<file path="src/rtl/fifo_uart_pkg.sv">
// Shared definitions for the FIFO-fed UART transmitter: FSM states, data width
// and a helper that gives the frame length in clock cycles.
package fifo_uart_pkg;

  typedef enum logic [2:0] {
    IDLE,
    FETCH,
    LOAD,
    START,
    DATA,
    PARITY,
    STOP
  } tx_state_t;

  localparam int DATA_BITS = 8;

  // Cycles from the first START cycle through the last STOP cycle.
  function automatic int frame_cycles(int clks, int par, int stop);
    return (1 + DATA_BITS + par + stop) * clks;
  endfunction

endpackage

</file>
<file path="src/rtl/fifo_uart_tx_timer.sv">
// Bit-period timer: counts 0..CLKS_PER_BIT-1 while run is high and flags the
// last cycle of each serial bit.
module uart_bit_timer #(
  parameter int CLKS_PER_BIT = 16
) (
  input  logic clk,
  input  logic rst,
  input  logic clear,
  input  logic run,
  output logic bit_end
);

  localparam int CW = $clog2(CLKS_PER_BIT);
  localparam logic [CW-1:0] LAST = CW'(CLKS_PER_BIT - 1);

  logic [CW-1:0] count;

  always_ff @(posedge clk or negedge rst) begin
    if (!rst) begin
      count <= '0;
    end else if (clear) begin
      count <= '0;
    end else if (run) begin
      count <= (count == LAST) ? '0 : count + 1'b1;
    end
  end

  assign bit_end = run && (count == LAST);

endmodule

</file>
<file path="src/rtl/fifo_uart_tx.sv">
// UART transmitter that pulls one byte per frame from an upstream synchronous
// FIFO and shifts it out LSB-first with start, optional parity and stop bits.
module fifo_uart_tx
  import fifo_uart_pkg::*;
#(
  parameter int CLKS_PER_BIT = 16,
  parameter int PARITY_EN    = 0,
  parameter int PARITY_ODD   = 0,
  parameter int STOP_BITS    = 1
) (
  input  logic       clk,
  input  logic       rst,
  input  logic       tx_enable,
  input  logic       fifo_empty,
  input  logic [7:0] fifo_data,
  output logic       rd_en,
  output logic       txd,
  output logic       busy,
  output logic       frame_done
);

  localparam logic [2:0] LAST_BIT  = 3'(DATA_BITS - 1);
  localparam logic [2:0] LAST_STOP = 3'(STOP_BITS - 1);

  tx_state_t  state, state_d;
  logic [7:0] shift, shift_d;
  logic [2:0] bit_idx, bit_idx_d;
  logic       parity, parity_d;
  logic       txd_d;
  logic       timer_clear, timer_run, bit_end;

  function automatic logic parity_bit(logic [7:0] b);
    return (^b) ^ (PARITY_ODD != 0);
  endfunction

  uart_bit_timer #(
    .CLKS_PER_BIT(CLKS_PER_BIT)
  ) u_timer (
    .clk    (clk),
    .rst    (rst),
    .clear  (timer_clear),
    .run    (timer_run),
    .bit_end(bit_end)
  );

  assign timer_run = (state == START) || (state == DATA) ||
                     (state == PARITY) || (state == STOP);
  assign rd_en = (state == FETCH);
  assign busy  = (state != IDLE);

  always_comb begin
    state_d     = state;
    shift_d     = shift;
    bit_idx_d   = bit_idx;
    parity_d    = parity;
    timer_clear = 1'b0;
    frame_done  = 1'b0;
    txd_d       = 1'b1;

    case (state)
      IDLE:   if (tx_enable && !fifo_empty) state_d = FETCH;
      FETCH:  state_d = LOAD;
      LOAD: begin
        shift_d  = fifo_data;
        parity_d = parity_bit(fifo_data);
        state_d  = START;
      end
      START:  if (bit_end) state_d = DATA;
      DATA: begin
        if (bit_end) begin
          shift_d = {1'b0, shift[7:1]};
          if (bit_idx == LAST_BIT) state_d = (PARITY_EN != 0) ? PARITY : STOP;
          else                     bit_idx_d = bit_idx + 1'b1;
        end
      end
      PARITY: if (bit_end) state_d = STOP;
      STOP: begin
        if (bit_end) begin
          if (bit_idx == LAST_STOP) begin
            state_d    = IDLE;
            frame_done = 1'b1;
          end else begin
            bit_idx_d = bit_idx + 1'b1;
          end
        end
      end
      default: state_d = IDLE;
    endcase

    // Every state entry restarts both the bit timer and the bit index.
    if (state_d != state) begin
      timer_clear = 1'b1;
      bit_idx_d   = '0;
    end

    // txd is registered from the next-state view so the pin changes exactly
    // at the state boundary without a decode path to the output.
    case (state_d)
      START:   txd_d = 1'b0;
      DATA:    txd_d = shift_d[0];
      PARITY:  txd_d = parity_d;
      default: txd_d = 1'b1;
    endcase
  end

  always_ff @(posedge clk or negedge rst) begin
    if (!rst) begin
      state   <= IDLE;
      shift   <= '0;
      bit_idx <= '0;
      parity  <= 1'b0;
      txd     <= 1'b1;
    end else begin
      state   <= state_d;
      shift   <= shift_d;
      bit_idx <= bit_idx_d;
      parity  <= parity_d;
      txd     <= txd_d;
    end
  end

endmodule

</file>
<file path="config.mk">
export PLATFORM = sky130hd
export DESIGN_NAME = fifo_uart_tx
export DESIGN_NICKNAME = d
export VERILOG_FILES = /design/src/rtl/fifo_uart_pkg.sv /design/src/rtl/fifo_uart_tx_timer.sv /design/src/rtl/fifo_uart_tx.sv
export SDC_FILE = /design/constraint.sdc
export NUM_CORES = 1
export LEC_CHECK = 0
export CAP_MARGIN = 0
export CORE_UTILIZATION = 58
export DETAILED_ROUTE_END_ITERATION = 6
export PLACE_DENSITY = 0.9
export RECOVER_POWER = 25
export SYNTH_ARGS = -nofsm -noshare
export SYNTH_HDL_FRONTEND = slang
export SYNTH_SLANG_ARGS = --single-unit
</file>
<file path="constraint.sdc">
create_clock -name clk -period 5.5 [get_ports clk]
set_input_delay 1.65 -clock clk [delete_from_list [all_inputs] [get_ports clk]]
set_output_delay 1.65 -clock clk [all_outputs]
set_load 0.02 [all_outputs]
</file>
==> impl_metrics.prom, run 1 <==
# TYPE chip_impl_metric gauge
chip_impl_info{name="status",value="complete, no violations"} 1
chip_impl_metric{name="number_of_vias_per_cell_after_detailed_routing",unit=""} 6.43
chip_impl_info{name="critical_path.cell_chain",value="ha_1, and3_1, and2_1, and3_1, clkdlybuf4s50_1"} 1
chip_impl_metric{name="clock_sinks",unit=""} 20
chip_impl_metric{name="count_of_nets_left_with_antenna_violations_after_detail_routing",unit=""} 0
chip_impl_metric{name="detail_route.wl_per_cell",unit="um"} 15.4
chip_impl_info{name="cts_root_buf",value="clkbuf_4"} 1
chip_impl_metric{name="sw_power",unit="W"} 0.0000632
chip_impl_metric{name="data_arrival_time_of_the_critical_path",unit="ns"} 2.19
chip_impl_metric{name="final_max_slew_viol_count",unit=""} 0
chip_impl_metric{name="post-cts-setup-buffers",unit=""} 0
chip_impl_metric{name="finalHoldViolations",unit=""} 0
chip_impl_metric{name="power.density_cell_area",unit="nW/um^2"} 192
chip_impl_metric{name="worst-slew-pin-transition",unit="ns"} 0.903
chip_impl_metric{name="internal_power",unit="W"} 0.000209
chip_impl_metric{name="tritoncts.num_buffers",unit=""} 3
chip_impl_metric{name="critPathBufInv",unit=""} 1
chip_impl_metric{name="post_synth_inst_count",unit=""} 126
chip_impl_metric{name="clock_insertion_delay_worst_skew",unit="ns"} 0.31
chip_impl_metric{name="drtPass1Iterations",unit=""} 4
chip_impl_metric{name="core",unit="sq um"} 1980
chip_impl_metric{name="synth_sequential_area_ratio",unit="%"} 40.5
chip_impl_metric{name="vdd_drop_max",unit="mV"} 0.192
chip_impl_metric{name="final_min_period_over_clock_period",unit="%"} 69.8
chip_impl_info{name="tritoncts",value="built"} 1
chip_impl_metric{name="grt_max_degree",unit=""} 21
chip_impl_metric{name="port_buffers",unit=""} 15
chip_impl_metric{name="comb_power_share",unit="%"} 10.6
chip_impl_metric{name="drcViolationCount",unit=""} 0
chip_impl_metric{name="grt_antenna_before_repair",unit=""} 0
chip_impl_metric{name="timing.clock.skew",unit="ns"} 0.00442
chip_impl_info{name="highest_delay_cell_along_the_critical_path",value="clkdlybuf4s50_1"} 1
chip_impl_metric{name="synthesis.area",unit="sq um"} 1240
chip_impl_metric{name="io-pin-count",unit=""} 16
chip_impl_metric{name="total_leakage_power",unit="nW"} 0.579
chip_impl_info{name="setup.worst_path.start_class",value="flip-flop"} 1
chip_impl_metric{name="floorplan.die.height",unit="um"} 48.2
chip_impl_metric{name="asyncSetResetFlopFracSynth",unit="%"} 100
chip_impl_metric{name="maxCapViolations",unit=""} 0
chip_impl_metric{name="start_util",unit="%"} 62.6
chip_impl_info{name="critPathMostFrequentCell",value="and3_1"} 1
chip_impl_metric{name="die_w",unit="um"} 48.2
chip_impl_info{name="setup.worst_path.end_class",value="primary output"} 1
chip_impl_info{name="hold_class",value="reg2reg"} 1
chip_impl_metric{name="cts_htree_levels",unit=""} 1
chip_impl_metric{name="number_of_nets_in_the_layout",unit=""} 157
chip_impl_metric{name="via_count",unit=""} 1073
chip_impl_metric{name="post_route_cells_drive_above_1_share",unit="%"} 7.14
chip_impl_metric{name="cts_hold_repair.buffers",unit=""} 0
chip_impl_metric{name="die_outline_area",unit="sq um"} 2330
chip_impl_metric{name="worst_path_largest_cell_delay",unit="ns"} 0.59
chip_impl_metric{name="clk_pin_slew_worst_paths",unit="ns"} 0.12
chip_impl_metric{name="final.min_clock_period",unit="ns"} 3.84
chip_impl_metric{name="swShare",unit="%"} 23.2
chip_impl_info{name="cpLargestDelayFamily",value="simple AND/OR/NAND/NOR gates"} 1
chip_impl_info{name="criticalPathCategory",value="reg2out"} 1
chip_impl_metric{name="yosys.cell_types.count",unit=""} 42
chip_impl_metric{name="r2r_setup_slack",unit="ns"} 3.28
chip_impl_metric{name="power.share.sequential",unit="%"} 57.0
chip_impl_metric{name="max_freq",unit="MHz"} 261
chip_impl_metric{name="place.detailed.hpwl",unit="mm"} 1.80
chip_impl_info{name="final_common_cell",value="dfrtp_1"} 1
chip_impl_metric{name="num_antenna_cells",unit=""} 0
chip_impl_metric{name="grt.overflow.total",unit=""} 0
chip_impl_metric{name="total_power",unit="W"} 0.000272
chip_impl_metric{name="critical_path_required",unit="ns"} 3.85
chip_impl_metric{name="grt_first_pass_wirelength",unit="mm"} 3.72
chip_impl_metric{name="std_cell_rows",unit=""} 16
chip_impl_metric{name="share_clk_of_total_power",unit="%"} 32.4
chip_impl_metric{name="grtUsageTotal",unit="%"} 23.5
chip_impl_metric{name="drtIter0Drc",unit=""} 42
chip_impl_metric{name="gp_congestion",unit=""} 0.846
chip_impl_metric{name="synth_seq_cells",unit=""} 20
chip_impl_info{name="most_used_cells_in_the_layout_excluding_fill_and_tap_cells",value="dfrtp_1, nand2_1, xnor2_1, clkdlybuf4s50_1"} 1
chip_impl_metric{name="timing.critical_path.fanout_max",unit=""} 6
chip_impl_metric{name="max-slew-margin-rel",unit="%"} 39.6
chip_impl_metric{name="n_fill_cell",unit=""} 139
chip_impl_metric{name="setup_tns",unit="ns"} 0
chip_impl_metric{name="post_cts_sizing",unit=""} 0
chip_impl_metric{name="via_count_of_the_first_global_routing_pass",unit=""} 783
chip_impl_metric{name="wl",unit="mm"} 2.57
chip_impl_metric{name="layout-area-overhead-vs-synth",unit="%"} 14.4
chip_impl_metric{name="finalSetupViolations",unit=""} 0
chip_impl_metric{name="postSynthAreaPerCell",unit="sq um"} 9.84
chip_impl_metric{name="synth_fp_nets",unit=""} 142
chip_impl_info{name="postSynth.topFlopCell",value="dfrtp_1"} 1
chip_impl_info{name="rsz0062_at_grt",value="false"} 1
chip_impl_metric{name="synth.yosys.warnings",unit=""} 0
chip_impl_metric{name="number_of_synthesized_flops_with_an_enable_pin",unit=""} 0
chip_impl_metric{name="ctsLongestPathBuffers",unit=""} 2
[layout make-up]
type	instances	area, sq um	area share [%]
flip-flops and latches	20	502	35.4
clock buffers	4	36.3	2.56
inverters	5	18.8	1.32
well taps	27	33.8	2.38
repair buffers	15	150	10.6
multi-input cells	96	678	47.8
[routing by layer]
layer	track usage, %	share of wire [%]
met3	2.96	6.5
met5	0	0
met1	33.6	43
met4	12.8	1.7
met2	34.4	49
[Yosys cell counts (3+ instances only)]
library cell,count,area (sq um)
nor2b_1,4,25.0
ha_1,4,50.1
mux2i_1,3,30.0
a21oi_1,3,15.0
xnor2_1,8,70.1
nor2_1,4,15.0
nand2_1,15,56.3
buf_2,3,15.0
o21ai_1,4,20.0
o21ai_0,3,15.0
inv_1,5,18.8
nand2b_1,3,18.8
dfrtp_1,19,475
a22oi_1,7,52.6
or3_1,3,18.8
a211oi_1,6,45.0
and2_1,3,18.8
[worst min-delay path: stages (launching register included)]
cell     delay [ns]
dfrtp_1        0.36
nand2_1        0.05
nand2_1        0.05
[per-stage QoR]
step | hold WS (ns) | util (%) | instances | setup slack [ns] | instance area (sq um)
2_1_floorplan | 0.447 | - | 126 | 2.60 | 1240
3_3_place_gp | 0.460 | 70.1 | 163 | 2.12 | 1390
3_5_place_dp | 0.466 | 70.1 | 163 | 2.07 | 1390
4_1_cts | 0.494 | 72.0 | 167 | 1.71 | 1430
5_1_grt | 0.522 | 71.6 | 167 | 1.54 | 1420
6_report | 0.491 | 71.6 | 167 | 1.66 | 1420
[power groups by stage]
stage / clock network (W) / logic (W) / registers, W
after CTS: 0.0000901 / 0.0000302 / 0.000155
after floorplan: 0 / 0.0000148 / 0.000158
final: 0.0000882 / 0.0000288 / 0.000155
after global placement: 0 / 0.0000293 / 0.000158
after global routing: 0.0000940 / 0.0000324 / 0.000156
after detailed placement: 0 / 0.0000300 / 0.000158
[flip-flops by register name, summed over array words and instances, names as in the netlist]
register / flops
bit_idx: 3
txd: 1
shift: 8
state: 3
parity: 1
u_timer.count: 4
[worst paths after layout]
| check | startpoint | to | cells after the start |
|---|---|---|---|
| max | u_timer.count[0] | frame_done | 5 |
| max in group asynchronous | rst | shift[5] | 1 |
| min | shift[2] | shift[2] | 2 |
| max reg2reg | state[1] | txd | 4 |
| min reg2reg | shift[2] | shift[2] | 2 |
| min in group asynchronous | rst | shift[1] | 1 |
[cell families after synthesis]
family / Yosys count / share of synthesized area (%)
simple gates: 44 / 19.8
compound gates: 36 / 22.7
fa+ha+maj: 4 / 4.04
flops: 20 / 40.5
mux: 3 / 2.42
buf+inv: 10 / 4.24
xor+xnor: 9 / 6.36
Note: power is estimated with default switching activity, not from simulation.
==> run 2, diff against run 1 <==
CORE_UTILIZATION = 49   (was 58)
PLACE_DENSITY = 0.82   (was 0.9)
clock period = 3.42 ns   (was 5.5 ns; I/O delays follow)
==> impl_metrics.prom, run 2 (synthesis gave the netlist of run 1 again) <==
# TYPE chip_impl_metric gauge
chip_impl_info{name="status",value="complete, no violations"} 1
chip_impl_metric{name="worst_slack",unit="ns"} 0.234
chip_impl_metric{name="number_of_nets_in_the_layout",unit=""} 158
chip_impl_info{name="setup.worst_path.start_class",value="flip-flop"} 1
chip_impl_metric{name="total_leakage_power",unit="nW"} 0.582
chip_impl_metric{name="port_buffers",unit=""} 15
chip_impl_metric{name="worst_path_largest_cell_delay",unit="ns"} 0.60
chip_impl_info{name="setup.worst_path.end_class",value="primary output"} 1
chip_impl_metric{name="post_route_cells_drive_above_1_share",unit="%"} 7.80
chip_impl_metric{name="std_cell_rows",unit=""} 17
chip_impl_metric{name="wl",unit="mm"} 2.53
chip_impl_metric{name="core",unit="sq um"} 2300
chip_impl_metric{name="timing.clock.skew",unit="ns"} 0.00586
chip_impl_metric{name="start_util",unit="%"} 54.0
chip_impl_metric{name="final.min_clock_period",unit="ns"} 3.19
chip_impl_metric{name="cts_htree_levels",unit=""} 1
chip_impl_metric{name="post_cts_sizing",unit=""} 0
chip_impl_info{name="worstReg2RegEnd",value="txd"} 1
chip_impl_metric{name="final_min_period_over_clock_period",unit="%"} 93.2
chip_impl_info{name="tritoncts",value="built"} 1
chip_impl_metric{name="floorplan.die.height",unit="um"} 52.3
chip_impl_info{name="critPathMostFrequentCell",value="and3_1"} 1
chip_impl_metric{name="via_count",unit=""} 1016
chip_impl_metric{name="drcViolationCount",unit=""} 0
chip_impl_metric{name="placedInstanceArea",unit="sq um"} 1400
chip_impl_metric{name="final_max_slew_viol_count",unit=""} 0
chip_impl_metric{name="grt_max_degree",unit=""} 21
chip_impl_info{name="regMostFlops",value="shift"} 1
chip_impl_info{name="hold-path-endpoint",value="shift[2]"} 1
chip_impl_metric{name="critPathBufInv",unit=""} 1
chip_impl_metric{name="gp_congestion",unit=""} 0.835
chip_impl_metric{name="count_of_nets_left_with_antenna_violations_after_detail_routing",unit=""} 0
chip_impl_metric{name="grt_first_pass_wirelength",unit="mm"} 4.46
chip_impl_metric{name="comb_power_share",unit="%"} 11.0
chip_impl_metric{name="largest_register_ffs",unit=""} 8
chip_impl_metric{name="sw_power",unit="W"} 0.0000969
chip_impl_metric{name="grt_antenna_before_repair",unit=""} 0
chip_impl_metric{name="clock_sinks",unit=""} 20
chip_impl_metric{name="via_count_of_the_first_global_routing_pass",unit=""} 983
chip_impl_metric{name="finished_layout_cell_area",unit="sq um"} 1430
chip_impl_metric{name="internal_power",unit="W"} 0.000337
chip_impl_metric{name="power.share.sequential",unit="%"} 57.6
chip_impl_metric{name="max-slew-margin-rel",unit="%"} 23.0
chip_impl_info{name="cpLargestDelayFamily",value="simple AND/OR/NAND/NOR gates"} 1
chip_impl_info{name="most_used_cells_in_the_layout_excluding_fill_and_tap_cells",value="dfrtp_1, nand2_1, clkdlybuf4s50_1"} 1
chip_impl_info{name="min_from",value="shift[2]"} 1
chip_impl_metric{name="place.detailed.hpwl",unit="mm"} 1.82
chip_impl_info{name="reg_top3",value="shift: 8 flops, u_timer.count: 4 flops"} 1
chip_impl_metric{name="timing.critical_path.fanout_max",unit=""} 6
chip_impl_metric{name="power.density_cell_area",unit="nW/um^2"} 304
chip_impl_metric{name="post-cts-setup-buffers",unit=""} 0
chip_impl_info{name="highest_delay_cell_along_the_critical_path",value="clkdlybuf4s50_1"} 1
chip_impl_metric{name="worst-slew-pin-transition",unit="ns"} 1.15
chip_impl_metric{name="drtPass1Iterations",unit=""} 4
chip_impl_metric{name="worstRegToRegCells",unit=""} 4
chip_impl_metric{name="number_of_vias_per_cell_after_detailed_routing",unit=""} 6.01
chip_impl_metric{name="data_arrival_time_of_the_critical_path",unit="ns"} 2.16
chip_impl_metric{name="detail_route.wl_per_cell",unit="um"} 15.0
chip_impl_metric{name="r2r_setup_slack",unit="ns"} 0.90
chip_impl_metric{name="die_outline_area",unit="sq um"} 2740
chip_impl_metric{name="die_w",unit="um"} 52.3
chip_impl_info{name="cts_root_buf",value="clkbuf_4"} 1
chip_impl_info{name="critical_path.cell_chain",value="ha_1, and3_1, and2_1, and3_1, clkdlybuf4s50_1"} 1
chip_impl_metric{name="dpl_worst_slack",unit="ns"} 0.625
chip_impl_metric{name="ctsLongestPathBuffers",unit=""} 2
chip_impl_metric{name="swShare",unit="%"} 22.3
chip_impl_metric{name="grt.overflow.total",unit=""} 0
chip_impl_metric{name="io-pin-count",unit=""} 16
chip_impl_info{name="r2r-start",value="state[1]"} 1
chip_impl_metric{name="cts_hold_repair.buffers",unit=""} 0
chip_impl_metric{name="clock_insertion_delay_worst_skew",unit="ns"} 0.29
chip_impl_metric{name="hold_depth",unit=""} 2
chip_impl_info{name="rsz0062_at_grt",value="false"} 1
chip_impl_metric{name="hold_ws",unit="ns"} 0.491
chip_impl_metric{name="max_freq",unit="MHz"} 314
chip_impl_metric{name="clk_pin_slew_worst_paths",unit="ns"} 0.12
chip_impl_info{name="hold_class",value="reg2reg"} 1
chip_impl_info{name="final_common_cell",value="dfrtp_1"} 1
chip_impl_metric{name="critical_path_required",unit="ns"} 2.39
chip_impl_metric{name="finalSetupViolations",unit=""} 0
chip_impl_metric{name="setup_tns",unit="ns"} 0
chip_impl_metric{name="grtUsageTotal",unit="%"} 22.1
chip_impl_metric{name="num_antenna_cells",unit=""} 0
chip_impl_metric{name="share_clk_of_total_power",unit="%"} 31.5
chip_impl_metric{name="tritoncts.num_buffers",unit=""} 3
chip_impl_metric{name="finalHoldViolations",unit=""} 0
chip_impl_metric{name="drtIter0Drc",unit=""} 18
chip_impl_metric{name="vdd_drop_max",unit="mV"} 0.262
chip_impl_info{name="criticalPathCategory",value="reg2out"} 1
chip_impl_metric{name="layout-area-overhead-vs-synth",unit="%"} 15.2
chip_impl_metric{name="maxCapViolations",unit=""} 0
[run 2: cell types whose count changed in the layout (fill, tap and decap cells not counted), sizes merged]
| cell | delta |
|---|---|
| clkdlybuf4s50 | +5 |
| dlygate4sd3 | -5 |
| buf | +1 |
[run 2: layer usage]
layer	routed length, um	share of wire, %	track usage, %	vias to the layer above
li1	-	-	-	493
met1	1080	43	30.2	488
met2	1310	52	35.9	30
met3	120	4.7	3.48	5
met4	26	1.0	6.58	0
met5	0	0	0	-
[run 2: worst max path at each step]
stage / from / endpoint / slack (ns) / cells past startpoint
after global placement: u_timer.count[0] / frame_done / 0.67 / 5
after floorplan: u_timer.count[0] / frame_done / 1.14 / 4
after detailed placement: u_timer.count[0] / frame_done / 0.63 / 5
after global routing: u_timer.count[0] / frame_done / 0.09 / 5
after CTS: u_timer.count[0] / frame_done / 0.28 / 5
final: u_timer.count[0] / frame_done / 0.23 / 5
[run 2: worst reg2reg max path, stage by stage (launching register included)]
cell and delay, ns:
dfrtp_1 0.66, nor3b_1 0.98, a31oi_2 0.26, a221oi_2 0.36, o221ai_1 0.18
[run 2: power groups by stage]
| stage | Sequential, W | Combinational (W) | Clock [W] |
|---|---|---|---|
| 3_3_place_gp | 0.000254 | 0.0000470 | 0 |
| 5_1_grt | 0.000251 | 0.0000541 | 0.000151 |
| 3_5_place_dp | 0.000255 | 0.0000489 | 0 |
| 6_report | 0.000250 | 0.0000477 | 0.000137 |
| 4_1_cts | 0.000250 | 0.0000490 | 0.000140 |
| 2_1_floorplan | 0.000255 | 0.0000237 | 0 |
[run 2: cell type report]
class / instances / area (sq um)
timing repair buffer: 16 / 158
fill: 213 / 868
tap: 28 / 35.0
clock buffer: 4 / 36.3
inverter: 5 / 18.8
multi-input combinational: 96 / 679
sequential: 20 / 502
[run 2: per-stage QoR]
step                      total power [W]  util [%]  instances
after CTS                        0.000439      62.5        169
after detailed placement         0.000304      60.9        165
after global routing             0.000456      62.2        169
after global placement           0.000301      60.9        165
final                            0.000434      62.2        169
after floorplan                  0.000278         -        126
==> run 3, diff against run 2 <==
CORE_UTILIZATION = 48   (was 49)
PLACE_DENSITY = 0.81   (was 0.82)
SYNTH_HIERARCHICAL = 1   (was default)
==> impl_metrics.prom, run 3 <==
# TYPE chip_impl_metric gauge
chip_impl_metric{name="placedInstanceArea",unit="sq um"} 1370
chip_impl_info{name="status",value="complete, no violations"} 1
chip_impl_metric{name="post-cts-setup-buffers",unit=""} 0
chip_impl_metric{name="drcViolationCount",unit=""} 0
chip_impl_metric{name="die_w",unit="um"} 51.7
chip_impl_metric{name="clk_pin_slew_worst_paths",unit="ns"} 0.11
chip_impl_metric{name="wl",unit="mm"} 2.30
chip_impl_metric{name="total_leakage_power",unit="nW"} 0.662
chip_impl_metric{name="power.density_cell_area",unit="nW/um^2"} 309
chip_impl_metric{name="post_route_cells_drive_above_1_share",unit="%"} 8.67
chip_impl_metric{name="sw_power",unit="W"} 0.0000988
chip_impl_metric{name="via_count",unit=""} 1000
chip_impl_metric{name="via_count_of_the_first_global_routing_pass",unit=""} 952
chip_impl_metric{name="ctsLongestPathBuffers",unit=""} 2
chip_impl_metric{name="worst_slack",unit="ns"} 0.228
chip_impl_metric{name="maxCapViolations",unit=""} 0
chip_impl_metric{name="synth_sequential_area_ratio",unit="%"} 42.4
chip_impl_metric{name="cts_htree_levels",unit=""} 1
chip_impl_info{name="cpLargestDelayFamily",value="simple AND/OR/NAND/NOR gates"} 1
chip_impl_info{name="regMostFlops",value="shift"} 1
chip_impl_metric{name="finalHoldViolations",unit=""} 0
chip_impl_metric{name="number_of_vias_per_cell_after_detailed_routing",unit=""} 5.62
chip_impl_metric{name="number_of_synthesized_flops_with_an_enable_pin",unit=""} 0
chip_impl_info{name="criticalPathCategory",value="reg2out"} 1
chip_impl_metric{name="comb_power_share",unit="%"} 11.1
chip_impl_metric{name="post_cts_sizing",unit=""} 0
chip_impl_info{name="cts_root_buf",value="clkbuf_4"} 1
chip_impl_info{name="tritoncts",value="built"} 1
chip_impl_metric{name="port_buffers",unit=""} 15
chip_impl_info{name="postSynth.topFlopCell",value="dfrtp_1"} 1
chip_impl_info{name="reg_top3",value="shift: 8 flops, u_timer/count: 4 flops"} 1
chip_impl_metric{name="synth_seq_cells",unit=""} 20
chip_impl_info{name="critPathMostFrequentCell",value="nand2_1"} 1
chip_impl_info{name="post-synth-top-count-cell",value="nand2_1"} 1
chip_impl_metric{name="start_util",unit="%"} 52.0
chip_impl_info{name="setup.worst_path.end_class",value="primary output"} 1
chip_impl_info{name="setup.worst_path.start_class",value="flip-flop"} 1
chip_impl_info{name="highest_delay_cell_along_the_critical_path",value="clkdlybuf4s50_1"} 1
chip_impl_metric{name="num_antenna_cells",unit=""} 0
chip_impl_metric{name="post_synth_inst_count",unit=""} 132
chip_impl_metric{name="vdd_drop_max",unit="mV"} 0.199
chip_impl_metric{name="finished_layout_cell_area",unit="sq um"} 1420
chip_impl_metric{name="grtUsageTotal",unit="%"} 19.8
chip_impl_metric{name="final_max_slew_viol_count",unit=""} 0
chip_impl_metric{name="grt.overflow.total",unit=""} 0
chip_impl_metric{name="std_cell_rows",unit=""} 17
chip_impl_metric{name="largest_register_ffs",unit=""} 8
chip_impl_metric{name="count_of_nets_left_with_antenna_violations_after_detail_routing",unit=""} 0
chip_impl_metric{name="share_clk_of_total_power",unit="%"} 31.4
chip_impl_metric{name="data_arrival_time_of_the_critical_path",unit="ns"} 2.17
chip_impl_metric{name="io-pin-count",unit=""} 16
chip_impl_metric{name="max_freq",unit="MHz"} 313
chip_impl_metric{name="die_outline_area",unit="sq um"} 2670
chip_impl_metric{name="power.share.sequential",unit="%"} 57.5
chip_impl_metric{name="postSynthAreaPerCell",unit="sq um"} 8.97
chip_impl_metric{name="swShare",unit="%"} 22.6
chip_impl_metric{name="yosys.cell_types.count",unit=""} 36
chip_impl_metric{name="register_area",unit="sq um"} 502
chip_impl_metric{name="layout-area-overhead-vs-synth",unit="%"} 19.7
chip_impl_metric{name="cts_hold_repair.buffers",unit=""} 0
chip_impl_info{name="synthDominantAreaCellType",value="dfrtp_1"} 1
chip_impl_metric{name="core",unit="sq um"} 2280
chip_impl_metric{name="clock_sinks",unit=""} 20
chip_impl_metric{name="synthesis.area",unit="sq um"} 1180
chip_impl_metric{name="synth_fp_nets",unit=""} 148
chip_impl_metric{name="detail_route.wl_per_cell",unit="um"} 12.9
chip_impl_metric{name="final_min_period_over_clock_period",unit="%"} 93.3
chip_impl_metric{name="asyncSetResetFlopFracSynth",unit="%"} 100
chip_impl_metric{name="timing.critical_path.fanout_max",unit=""} 5
chip_impl_info{name="critical_path.cell_chain",value="nand2_1, xnor2_2, nand2_2, nor2_1, nand2_1, nor3_1, clkdlybuf4s50_1"} 1
chip_impl_metric{name="critPathBufInv",unit=""} 1
chip_impl_metric{name="multi_input_area",unit="sq um"} 644
chip_impl_info{name="yosys-top-cells-count",value="nand2_1, dfrtp_1, nor2_1, xnor2_1, a21oi_1"} 1
chip_impl_metric{name="number_of_nets_in_the_layout",unit=""} 167
chip_impl_info{name="hold_class",value="reg2reg"} 1
chip_impl_metric{name="drtIter0Drc",unit=""} 19
chip_impl_info{name="final_common_cell",value="nand2_1"} 1
chip_impl_metric{name="yosys.area.top_type_share",unit="%"} 40.2
chip_impl_metric{name="clock_insertion_delay_worst_skew",unit="ns"} 0.30
chip_impl_info{name="netlist_top_cells_area",value="dfrtp_1, nand2_1, xnor2_1"} 1
chip_impl_metric{name="worst_path_largest_cell_delay",unit="ns"} 0.62
chip_impl_metric{name="synth.yosys.warnings",unit=""} 6
chip_impl_metric{name="timing.clock.skew",unit="ns"} 0.00206
chip_impl_info{name="most_used_cells_in_the_layout_excluding_fill_and_tap_cells",value="nand2_1, dfrtp_1, clkdlybuf4s50_1"} 1
chip_impl_metric{name="gp_congestion",unit=""} 0.768
chip_impl_metric{name="tritoncts.num_buffers",unit=""} 3
chip_impl_metric{name="floorplan.die.height",unit="um"} 51.7
chip_impl_metric{name="place.detailed.hpwl",unit="mm"} 1.73
chip_impl_info{name="rsz0062_at_grt",value="false"} 1
chip_impl_metric{name="worst-slew-pin-transition",unit="ns"} 0.892
chip_impl_metric{name="drtPass1Iterations",unit=""} 4
chip_impl_metric{name="critical_path_required",unit="ns"} 2.39
chip_impl_metric{name="hold_ws",unit="ns"} 0.495
chip_impl_metric{name="setup_tns",unit="ns"} 0
chip_impl_metric{name="grt_antenna_before_repair",unit=""} 0
chip_impl_metric{name="internal_power",unit="W"} 0.000339
chip_impl_metric{name="grt_max_degree",unit=""} 21
chip_impl_metric{name="n_fill_cell",unit=""} 196
chip_impl_metric{name="final.min_clock_period",unit="ns"} 3.19
chip_impl_metric{name="finalSetupViolations",unit=""} 0
chip_impl_metric{name="grt_first_pass_wirelength",unit="mm"} 3.93
chip_impl_metric{name="dpl_worst_slack",unit="ns"} 0.427
chip_impl_metric{name="max-slew-margin-rel",unit="%"} 40.3
==> run 3: final timing paths <==
check	from	endpoint	slack [ns]	cells after the start
max in group asynchronous	rst	u_timer/count[1]	1.59	1
min	shift[6]	shift[6]	0.49	2
max reg2reg	state[1]	txd	0.99	10
min reg2reg	shift[6]	shift[6]	0.49	2
max	state[1]	frame_done	0.23	7
min in group asynchronous	rst	bit_idx[0]	1.28	1
==> run 3: routing by layer <==
layer  share of wire, %  vias up  track usage [%]
met5                  0        -                0
met4                1.0        0             5.41
met3                2.1        4             3.51
met2                 52       11             37.2
met1                 45      488             22.5
li1                   -      497                -
==> run 3: power groups by stage <==
stage          logic (W)  registers (W)  clock network, W
2_1_floorplan  0.0000239       0.000255                 0
3_3_place_gp   0.0000480       0.000256                 0
3_5_place_dp   0.0000496       0.000256                 0
4_1_cts        0.0000498       0.000251          0.000142
5_1_grt        0.0000536       0.000252          0.000151
6_report       0.0000483       0.000252          0.000137
==> run 3: cells by family after synthesis <==
group / after synthesis / share of synthesized area (%)
AND/OR/NAND/NOR: 55 / 22.1
flip-flops: 20 / 42.4
XOR/XNOR: 10 / 7.40
AO/OA/AOI/OAI: 33 / 19.2
multiplexers: 1 / 0.846
adder cells (fa/ha/maj): 4 / 4.23
buffers and inverters: 9 / 3.81
==> run 3: area by class of cell <==
cell class                 count  share of cell area (%)
clock buffer                   4                    2.56
inverter                       3                   0.795
multi-input combinational    103                    45.5
sequential                    20                    35.4
tap                           28                    2.47
timing repair buffer          20                    13.3
==> run 3: tightest hold or removal path, cell delays in order, from the launching register on <==
cell,delay (ns)
dfrtp_1,0.37
nand2_1,0.05
nand2_1,0.05
==> run 3: per-stage QoR <==
stage / cells / utilization (%) / power (W)
5_1_grt: 178 / 62.2 / 0.000457
3_5_place_dp: 174 / 60.3 / 0.000305
4_1_cts: 178 / 61.9 / 0.000444
6_report: 178 / 62.2 / 0.000437
2_1_floorplan: 132 / - / 0.000279
3_3_place_gp: 174 / 60.3 / 0.000304
